**src/rtl/mem_ctrl.sv**
```systemverilog
// mem_ctrl: arbitrates instruction fetch and load/store traffic onto a byte-wide synchronous RAM port
module mem_ctrl (
  input  logic        clk,
  input  logic        rst,
  input  logic        rdy,
  input  logic        has_misbranch,
  input  logic        if_ask,
  input  logic [31:0] if_addr,
  output logic [31:0] if_inst,
  output logic        if_ready,
  input  logic        ls_ask,
  input  logic        ls_wr,
  input  logic [31:0] ls_addr,
  input  logic [1:0]  ls_size,
  input  logic [31:0] ls_wdata,
  output logic [31:0] ls_rdata,
  output logic        ls_ready,
  input  logic [7:0]  mem_din,
  output logic [7:0]  mem_dout,
  output logic [31:0] mem_a,
  output logic        mem_wr,
  input  logic        io_buffer_full
);
  typedef enum logic [1:0] {IDLE, IF_RD, LS_RD, LS_WR} state_t;
  state_t state_q, state_d;
  logic [2:0] cnt_q, cnt_d, len;
  logic if_pend_q, if_pend_d, ls_pend_q, ls_pend_d, ls_wr_q;
  logic [1:0] ls_size_q;
  logic [31:0] if_addr_q, ls_addr_q, ls_wdata_q;
  logic [31:0] mem_a_q, mem_a_d, if_inst_q, if_inst_d, ls_rdata_q, ls_rdata_d, buf_q, buf_d;
  logic [7:0] mem_dout_q, mem_dout_d, ls_wd, wd_sh;
  logic mem_wr_q, mem_wr_d, if_ready_q, if_ready_d, ls_ready_q, ls_ready_d, cap_q, cap_d;
  logic if_acc, ls_acc, if_av, ls_av, ls_w, ls_blk, sel_ls, sel_if, idle, rd, last, abort, more, cap_en;
  logic [31:0] if_a, ls_a;
  assign if_acc = if_ask & ~has_misbranch;
  assign ls_acc = ls_ask & (ls_wr | ~has_misbranch);
  assign if_av = (if_pend_q & ~has_misbranch) | if_acc;
  assign ls_av = (ls_pend_q & (ls_wr_q | ~has_misbranch)) | ls_acc;
  assign if_a = if_pend_q ? if_addr_q : if_addr;
  assign ls_a = ls_pend_q ? ls_addr_q : ls_addr;
  assign ls_w = ls_pend_q ? ls_wr_q : ls_wr;
  assign ls_wd = ls_pend_q ? ls_wdata_q[7:0] : ls_wdata[7:0];
  assign ls_blk = ls_w & (ls_a[17:16] == 2'b11) & io_buffer_full;
  assign idle = state_q == IDLE;
  assign sel_ls = idle & ls_av & ~ls_blk;
  assign sel_if = idle & if_av & ~sel_ls;
  assign rd = state_q == IF_RD || state_q == LS_RD;
  assign len = state_q == IF_RD ? 3'd4 : {1'b0, ls_size_q} + 3'd1;
  assign last = ~idle & cnt_q == len;
  assign abort = rd & has_misbranch;
  assign more = ~idle & cnt_q + 3'd1 < len;
  assign cap_en = rd & cnt_q != 3'd0;
  assign wd_sh = 8'(ls_wdata_q >> {cnt_q + 3'd1, 3'b000});
  always_ff @(posedge clk or posedge rst)
    if (rst) state_q <= IDLE;
    else if (rdy) state_q <= state_d;
  always_comb
    state_d = idle ? (sel_ls ? (ls_w ? LS_WR : LS_RD) : sel_if ? IF_RD : IDLE) : (last | abort) ? IDLE : state_q;
  // A byte arriving while rdy is low is grabbed once so the RAM re-reading a newer address cannot corrupt it
  always_comb begin
    cnt_d = (idle | state_d == IDLE) ? 3'd0 : cnt_q + 3'd1;
    mem_a_d = sel_ls ? ls_a : sel_if ? if_a : more ? mem_a_q + 32'd1 : mem_a_q;
    mem_wr_d = sel_ls ? ls_w : state_q == LS_WR & more;
    mem_dout_d = sel_ls & ls_w ? ls_wd : state_q == LS_WR & more ? wd_sh : mem_dout_q;
    buf_d = cap_en & ~cap_q ? buf_q | ({24'd0, mem_din} << {cnt_q - 3'd1, 3'b000}) : idle ? 32'd0 : buf_q;
    cap_d = ~rdy & (cap_q | cap_en);
    if_ready_d = state_q == IF_RD & last & ~abort;
    ls_ready_d = state_q == LS_WR & last | state_q == LS_RD & last & ~abort;
    if_inst_d = if_ready_d ? buf_d : if_inst_q;
    ls_rdata_d = state_q == LS_RD & last & ~abort ? buf_d : ls_rdata_q;
    if_pend_d = if_av & ~sel_if;
    ls_pend_d = ls_av & ~sel_ls;
  end
  always_ff @(posedge clk or posedge rst)
    if (rst) begin
      cnt_q <= '0;
      if_pend_q <= 1'b0;
      ls_pend_q <= 1'b0;
      if_addr_q <= '0;
      ls_addr_q <= '0;
      ls_wdata_q <= '0;
      ls_wr_q <= 1'b0;
      ls_size_q <= '0;
      mem_a_q <= '0;
      mem_wr_q <= 1'b0;
      mem_dout_q <= '0;
      if_ready_q <= 1'b0;
      ls_ready_q <= 1'b0;
      if_inst_q <= '0;
      ls_rdata_q <= '0;
    end else if (rdy) begin
      cnt_q <= cnt_d;
      if_pend_q <= if_pend_d;
      ls_pend_q <= ls_pend_d;
      if (if_acc) if_addr_q <= if_addr;
      if (ls_acc) begin
        ls_addr_q <= ls_addr;
        ls_wdata_q <= ls_wdata;
        ls_wr_q <= ls_wr;
        ls_size_q <= ls_size;
      end
      mem_a_q <= mem_a_d;
      mem_wr_q <= mem_wr_d;
      mem_dout_q <= mem_dout_d;
      if_ready_q <= if_ready_d;
      ls_ready_q <= ls_ready_d;
      if_inst_q <= if_inst_d;
      ls_rdata_q <= ls_rdata_d;
    end
  always_ff @(posedge clk or posedge rst)
    if (rst) begin
      buf_q <= '0;
      cap_q <= 1'b0;
    end else begin
      buf_q <= buf_d;
      cap_q <= cap_d;
    end
  assign if_ready = if_ready_q & rdy;
  assign ls_ready = ls_ready_q & rdy;
  assign mem_wr = mem_wr_q & rdy;
  assign mem_a = mem_a_q;
  assign mem_dout = mem_dout_q;
  assign if_inst = if_inst_q;
  assign ls_rdata = ls_rdata_q;
endmodule

```
**config.mk**
```make
export PLATFORM = sky130hd
export DESIGN_NAME = mem_ctrl
export DESIGN_NICKNAME = d
export VERILOG_FILES = /design/src/rtl/mem_ctrl.sv
export SDC_FILE = /design/constraint.sdc
export NUM_CORES = 1
export LEC_CHECK = 0
export ABC_AREA = 1
export BUFFER_PORTS_ARGS = -buffer_cell sky130_fd_sc_hd__clkbuf_2
export CORE_MARGIN = 2
export CORE_UTILIZATION = 51
export DETAILED_ROUTE_END_ITERATION = 8
export HOLD_SLACK_MARGIN = 0.06
export MAX_ROUTING_LAYER = met4
export PLACE_DENSITY_LB_ADDON = 0.12
export REMOVE_ABC_BUFFERS = 1
export SLEW_MARGIN = 30
export SYNTH_ARGS = -nofsm -noshare
export SYNTH_HDL_FRONTEND = slang
export SYNTH_SLANG_ARGS = --single-unit
```
**constraint.sdc**
```tcl
create_clock -name clk -period 6.6 [get_ports clk]
set_clock_uncertainty 0.15 [all_clocks]
set_input_delay 0 -clock clk [delete_from_list [all_inputs] [get_ports clk]]
set_output_delay 0 -clock clk [all_outputs]
set_load 0.05 [all_outputs]
```
# --- Word level (Yosys, flattened, before mapping) ---
# Cells that the tools add are included.
# Widths: inputs -> output; s select.
word_totals:
  out_inout_bits: 107
  regBits: 246
  wordCells: 106
classes:
  n_eq_ne: 5
  shifts: 2
  addsub: 4
  n_bitwise: 45
  n_lt_le_gt_ge: 1
  reduce_logical: 12
  mux: 19
op_table:
  columns: ["op", "count"]
  rows:
  - ["$mux 32", 7]
  - ["$add 32x1->32 const B", 1]
  - ["$or 32x32->32", 1]
  - ["$shl 8x6->32", 1]
  - ["$shr 32x6->8", 1]
  - ["$and 1x1->1", 28]
  - ["$mux 8", 3]
  - ["$reduce_and 2->1", 6]
  - ["$not 1->1", 8]
  - ["$or 1x1->1", 8]
  - ["$eq 2x2->1 const B", 3]
  - ["$mux 2", 3]
  - ["$mux 3", 2]
  - ["$reduce_bool 3->1", 2]
  - ["$logic_not 2->1", 2]
  - ["$mux 1", 4]
  - ["$add 2x1->3 const B", 1]
  - ["$add 3x1->3 const B", 1]
  - ["$eq 3x3->1", 1]
  - ["$lt 3x3->1", 1]
  - ["$sub 3x1->3 const B", 1]
  - ["$eq 2x1->1 const B", 1]
  - ["$reduce_bool 2->1", 1]
  - ["$logic_or 1x1->1", 1]

# --- Depth between registers and ports, before layout ---
# Gate-level depths: netlist of run 1.
depth:
  depth_word: 14
  ltp_mapped: 14
  ltp_nobuf: 14

# --- Worst setup path after synthesis of run 1 ---
# No wires, ideal clock.
synth_path:
  path_kind: "reg2reg"
  from: "register cnt_q[0]"
  to: "register mem_dout_q[0] (netlist: mem_dout[0])"
  setup_slack_ns: 3.906
  n_path_buf: 0
  stages_incl_launch_ff: 12
  period_less_slack_ns: 2.694
  t_arrival_ns: 2.426
  cell_sequence: "dfrtp_1 -> ha_1 -> xnor2_1 -> inv_1 -> ha_1 -> a21oi_1 -> o211ai_1 -> or2_2 -> a21oi_4 -> inv_2 -> nand2_1 -> nand2_1"
synth_via:
  elab_chain_cells: 6
  elab_cells_between_ends: 9
  cone_classes: "add/sub: 1; order compare: 1; shift: 1; mux: 2; bitwise: 2; reduce/logical: 2"
synth_lines:
  columns: ["element", "line", "source"]
  rows:
  - ["start: declaration", "26", "logic [2:0] cnt_q, cnt_d, len;"]
  - ["start signal: assignment", "92", "cnt_q <= cnt_d;"]
  - ["$add 3x1->3 (*)", "51, 53", null]
  - ["parallel branches: the longest is 5 deep, another holds $shr 32x6->8", null, null]
  - ["end signal: assignment", "104", "mem_dout_q <= mem_dout_d;"]
  - ["end: declaration", "31", "logic [7:0] mem_dout_q, mem_dout_d, ls_wd, wd_sh;"]
# Mark *: on every way between the ends. The select of a mux whose other input is x is not followed.
# A chain may end at the register's enable or synchronous reset.

# --- Final worst setup path of run 1 ---
layout_path:
  from: "register cnt_q[0]"
  to: "register mem_a_q[17] (netlist: mem_a[17])"
layout_via:
  elab_chain_cells: 5
layout_lines:
  columns: ["element", "line", "source"]
  rows:
  - ["$add 3x1->3", "51", "assign more = ~idle & cnt_q + 3'd1 < len;"]
  - ["$lt 3x3->1", "51", null]
  - ["$and 1x1->1", "51", null]
  - ["$reduce_bool 3->1 (no line)", null, null]
  - ["$reduce_and 2->1 (no line)", null, null]
  - ["end signal: assignment", "102", "mem_a_q <= mem_a_d;"]
  - ["end: declaration", "30", "logic [31:0] mem_a_q, mem_a_d, if_inst_q, if_inst_d, ls_rdata_q, ls_rdata_d, buf_q, buf_d;"]
# Every way passes these cells.

==> reports/metrics.yaml, run 1 <==
run_status:
  status: "finished, final reports clean"
power_and_ir_drop:
  power_w: 0.006040
  vdd_drop_max_v: 0.0002415
  pwr-share-clk_pct: 27.0
  netSwitchingPower_w: 0.002591
  p_per_area_nw_per_um2: 372.9
  p_comb_share_pct: 38.4
  internal_power_w: 0.003448
  p_seq_share_pct: 34.7
  swShare_pct: 42.91
  power_leakage_nw: 8.555
worst_setup_path:
  cp_max_fo: 35
  crit_slowest_cell: "dfrtp_1"
  critical_path.max_stage_delay_ps: 910
  path_common_cell: "ha_1"
  cp.arrival_ps: 4400
  worstSetupPathType: "register to register"
  path_cells: "inv_1, ha_1, ha_1, nand2_1, o211ai_1, nand3_2, nand2_4, inv_2, nor2_1, a21oi_1"
  setup.worst_path.start_class: "register"
  cp-end-kind: "register"
  worstPathRequired_ps: 6880
timing:
  setup_slack_ps: 2485
  relSlewSlack_pct: 34.30
  fin_crit_sh_pct: 62.34
  tns_ps: 0
  hold_viol: 0
  rsz0062_at_grt: "false"
  final.min_clock_period_ps: 4115
  setup_viol: 0
  max_freq_mhz: 243.0
  slew_viol_final: 0
  worstMarginPinSlew_ps: 978.5
floorplanning:
  core_sq_um: 23610
  initial_core_util_pct: 52.34
  io_pins: 221
  die_w_microns: 159.7
  die_h_microns: 159.7
  core.rowCount: 56
  dieArea_sq_um: 25490
global_routing:
  grt_usage_pct: 28.23
  grt_pass1_wl_microns: 57940
  grt_pass1_vias: 11630
  antenna_found_initial: 0
  grt_overflow_total: 0
  grt_max_degree: 108
cts:
  htree_levels: 1
  postCtsSetupBuffers: 0
  clkSinkCount: 246
  clk_latency_ps: 550
  clockBufferDepth: 3
  cts_tree: "yes"
  cts_root_buffer: "clkbuf_16"
  cts-resized-gates: 0
  cts_hold_buf: 168
  cts_buffers: 27
  clk_transition_reported_paths_ps: 70
synthesis:
  ys_seq_area_share_pct: 49.81
  ys_ff_latch: 246
  synth.avg_cell_area_sq_um: 7.625
  synth_area_sq_um: 12360
  synth_warnings: 0
  synth.distinct_cells: 37
  synth_cells: 1621
layout:
  layout_commonest_cell: "nand2_1"
  layout-drive-gt1-share_pct: 15.92
  stdcell_area_sq_um: 16190
  diodes: 0
  fin_util_pct: 68.58
  layout_common_cells: "nand2_1 (607), dfrtp_1 (245), clkbuf_2 (220)"
  syn2layout_area_growth_pct: 31.03
  fillers: 2020
  fin_nets: 2092
detailed_routing:
  routed_wl_microns: 35210
  dr.pass1.iters: 6
  ant_nets: 0
  wire_per_inst_microns: 15.28
  vias: 11740
  drtIter0Drc: 850
  via_per_inst: 5.093
  remaining_drc_errors: 0
placement:
  preCtsSetupSlack_ps: 2561
  hpwl_microns: 22010
  placedInstanceArea_sq_um: 13530
  io_buffers: 220
  gp_routability_congestion: 0.9114
flow_run:
  drv_cap: 0
hold_path:
  holdCritPathClass: "input port to register"
## logic make-up after synthesis
family | after synthesis | synth area share (%)
AO/OA/AOI/OAI | 264 | 11.33
XOR/XNOR | 13 | 0.9212
adder cells (fa/ha/maj) | 13 | 1.316
buffers and inverters | 224 | 7.613
flip-flops | 246 | 49.81
multiplexers | 14 | 1.276
AND/OR/NAND/NOR | 847 | 27.74
## final timing paths
kind                            cells past startpoint    startpoint              to  slack [ps]
min in group asynchronous                           4           rst       mem_a[29]         610
worst min-delay path                                3  ls_wdata[17]  ls_wdata_q[17]          70
max in group asynchronous                           5           rst       ls_pend_q        4260
worst min register to register                      2  ls_rdata[18]    ls_rdata[18]         330
worst max register to register                     10      cnt_q[0]       mem_a[17]        2490
worst max-delay path                               10      cnt_q[0]       mem_a[17]        2490
## sequential cells by signal, indices dropped and copies added, names as in the netlist
register    flops
buf_q          32
cap_q           1
cnt_q           3
if_addr_q      32
if_inst        32
if_pend_q       1
if_ready_q      1
ls_addr_q      32
ls_pend_q       1
ls_rdata       32
ls_ready_q      1
ls_size_q       2
ls_wdata_q     32
ls_wr_q         1
mem_a          32
mem_dout        8
mem_wr_q        1
state_q         2
## area by class of cell
| cell class | instances | area, sq um | area share (%) |
|---|---|---|---|
| repair buffers | 393 | 2824 | 17.44 |
| flip-flops and latches | 246 | 6160 | 38.04 |
| inverters | 146 | 555.5 | 3.430 |
| clock inverters | 15 | 209.0 | 1.290 |
| clock buffers | 34 | 752.0 | 4.643 |
| well taps | 319 | 399.1 | 2.465 |
| multi-input cells | 1151 | 5295 | 32.70 |
## synth_stat cells (all sizes together)
cell type	instances	area, sq um
nand2	614	2330
dfrtp	246	6156
o21ai	186	930.9
inv	145	544.3
nor2	132	508.0
nand3	65	330.3
a21oi	55	297.8
clkbuf	45	171.4
buf	33	221.5
nand4	18	125.1
o211ai	15	112.6
mux2	14	157.7
ha	13	162.7
nand3b	11	95.09
xor2	10	87.58
o21bai	5	37.54
or2	4	25.03
nor3	3	15.01
xnor2	3	26.28
o22ai	2	12.51
clkinv	1	3.750
o311ai	1	8.760
## metrics by stage
step | cells | hold slack (ps)
3_3_place_gp | 2087 | 58.69
5_1_grt | 2304 | 84.05
3_5_place_dp | 2087 | 62.75
6_report | 2304 | 73.12
4_1_cts | 2304 | 60.35
2_1_floorplan | 1543 | -86.86
## power by group through the flow
stage / sequential (W) / combinational [W] / clock, W
CTS: 0.00208 / 0.00231 / 0.00165
finish: 0.00209 / 0.00232 / 0.00163
global route: 0.00213 / 0.00256 / 0.00171
detailed placement: 0.00210 / 0.00218 / 0
global placement: 0.00210 / 0.00214 / 0
floorplan: 0.00248 / 0.00115 / 0
## per-layer routing
metal / GRT usage (%) / share of wire, %
met1: 35.64 / 43
met2: 47.95 / 49
met3: 3.948 / 5.3
met4: 7.562 / 2.5
met5: - / 0
## worst max-delay path: cells and delay by family, from the launching register on
kind	cells	cell delay, ps
simple gates	4	750
fa+ha+maj	2	940
buf+inv	2	890
compound gates	2	320
flops	1	910
(Power assumes the default switching activity.)
==> run 2, diff against run 1 <==
Clock period 6.6 ns to 3.64 ns, I/O delays scaled along.
==> reports/metrics.yaml, run 2 (same netlist as run 1, synthesis figures left out) <==
run_status:
  status: "finished, final reports clean"
placement:
  placedInstanceArea_sq_um: 13650
  preCtsSetupSlack_ps: 615.2
  gp_routability_congestion: 0.9678
  io_buffers: 220
  hpwl_microns: 22210
floorplanning:
  die_h_microns: 159.7
  dieArea_sq_um: 25490
  core.rowCount: 56
  die_w_microns: 159.7
  initial_core_util_pct: 52.34
  core_sq_um: 23610
  io_pins: 221
global_routing:
  grt_overflow_total: 0
  antenna_found_initial: 0
  grt_pass1_wl_microns: 58530
  grt_max_degree: 108
  grt_usage_pct: 28.56
  grt_pass1_vias: 11960
layout:
  layout-drive-gt1-share_pct: 16.34
  stdcell_area_sq_um: 16010
  fin_nets: 2084
  diodes: 0
  layout_common_cells: "nand2_1 (608), dfrtp_1 (245), clkbuf_2 (220)"
  layout_commonest_cell: "nand2_1"
  syn2layout_area_growth_pct: 29.54
cts:
  cts_buffers: 27
  cts_root_buffer: "clkbuf_16"
  htree_levels: 1
  postCtsSetupBuffers: 0
  cts_tree: "yes"
  clk_transition_reported_paths_ps: 60
  clockBufferDepth: 3
  clk_latency_ps: 540
  clkSinkCount: 246
power_and_ir_drop:
  vdd_drop_max_v: 0.0004435
  p_per_area_nw_per_um2: 672.4
  power_leakage_nw: 8.479
timing:
  hold_viol: 0
  worst_hold_slack_ps: 83.62
  max_freq_mhz: 329.7
  rsz0062_at_grt: "false"
  relSlewSlack_pct: 41.51
  setup_viol: 0
  fin_crit_sh_pct: 83.33
  setup_slack_ps: 606.9
  slew_viol_final: 0
  final.min_clock_period_ps: 3033
  worstMarginPinSlew_ps: 871.9
worst_setup_path:
  setup.worst_path.start_class: "register"
  crit_slowest_cell: "ha_1"
  path_cells: "buf_4, inv_1, ha_1, ha_1, nand2_1, o211ai_1, nand3_2, nand2_4, inv_2, nor2_1, a21oi_1"
  cp.arrival_ps: 3310
  cp-end-kind: "register"
  cp_max_fo: 35
  path_buf_inv: 3
  path_common_cell: "ha_1"
  crit_cells: 11
  critical_path.top_delay_family: "adder cells"
  reg2reg_depth: 11
  worstPathRequired_ps: 3920
  critical_path.max_stage_delay_ps: 430
  worstSetupPathType: "register to register"
flow_run:
  drv_cap: 0
detailed_routing:
  dr.pass1.iters: 5
  via_per_inst: 5.108
  ant_nets: 0
  drtIter0Drc: 708
  wire_per_inst_microns: 15.32
  vias: 11730
  remaining_drc_errors: 0
  routed_wl_microns: 35180
hold_path:
  holdCritPathClass: "input port to register"
  hold_depth: 3
run 2: layout make-up:
| class | count | area (sq um) |
|---|---|---|
| fill | 2066 | 7602 |
| multi-input combinational | 1151 | 5275 |
| clock buffer | 36 | 739.5 |
| timing repair buffer | 385 | 2733 |
| inverter | 146 | 555.5 |
| sequential | 246 | 6157 |
| clock inverter | 13 | 151.4 |
| tap | 319 | 399.1 |
run 2: worst register-to-register path, stage by stage (launching register included):
cell and delay [ps]:
dfrtp_1 340, buf_4 200, inv_1 70, ha_1 430
ha_1 340, nand2_1 40, o211ai_1 230, nand3_2 140
nand2_4 350, inv_2 360, nor2_1 190, a21oi_1 60
run 2: stage by stage:
| step | setup TNS [ps] | util [%] | power [W] | instances |
|---|---|---|---|---|
| 2_1_floorplan | -803980 | - | 0.006591 | 1543 |
| 3_5_place_dp | 0 | 57.80 | 0.007813 | 2100 |
| 4_1_cts | 0 | 67.80 | 0.01079 | 2296 |
| 5_1_grt | 0 | 67.80 | 0.01144 | 2296 |
| 6_report | 0 | 67.80 | 0.01076 | 2296 |
| 3_3_place_gp | 0 | 57.80 | 0.007742 | 2100 |
run 2: timing repair:
action                    in CTS  in global routing
gates resized for setup        0                  0
hold endpoints to repair     392                  0
hold buffers                 147                  0
run 2: layer usage:
metal | part of all wire (%) | GRT usage, % | wire, microns | vias up
met5 | 0 | - | 0 | -
met4 | 3.6 | 10.25 | 1283 | 0
met3 | 4.5 | 3.221 | 1576 | 84
met2 | 49 | 48.25 | 17240 | 333
met1 | 43 | 35.70 | 15080 | 5522
li1 | - | - | - | 5789
run 2: final timing paths:
kind | startpoint | to | slack (ps)
min in group asynchronous | rst | ls_addr_q[20] | 610
max in group asynchronous | rst | ls_rdata[12] | 1640
setup reg to reg | cnt_q[0] | mem_a[31] | 610
hold / removal | ls_wdata[20] | ls_wdata_q[20] | 80
hold reg to reg | ls_addr_q[5] | ls_addr_q[5] | 330
setup / recovery | cnt_q[0] | mem_a[31] | 610
run 2: where the power goes:
group          switching, W  internal, W  total, W
Sequential         0.000507      0.00322   0.00373
Clock               0.00115      0.00164   0.00279
Combinational       0.00297      0.00127   0.00424
Total               0.00463      0.00613    0.0108
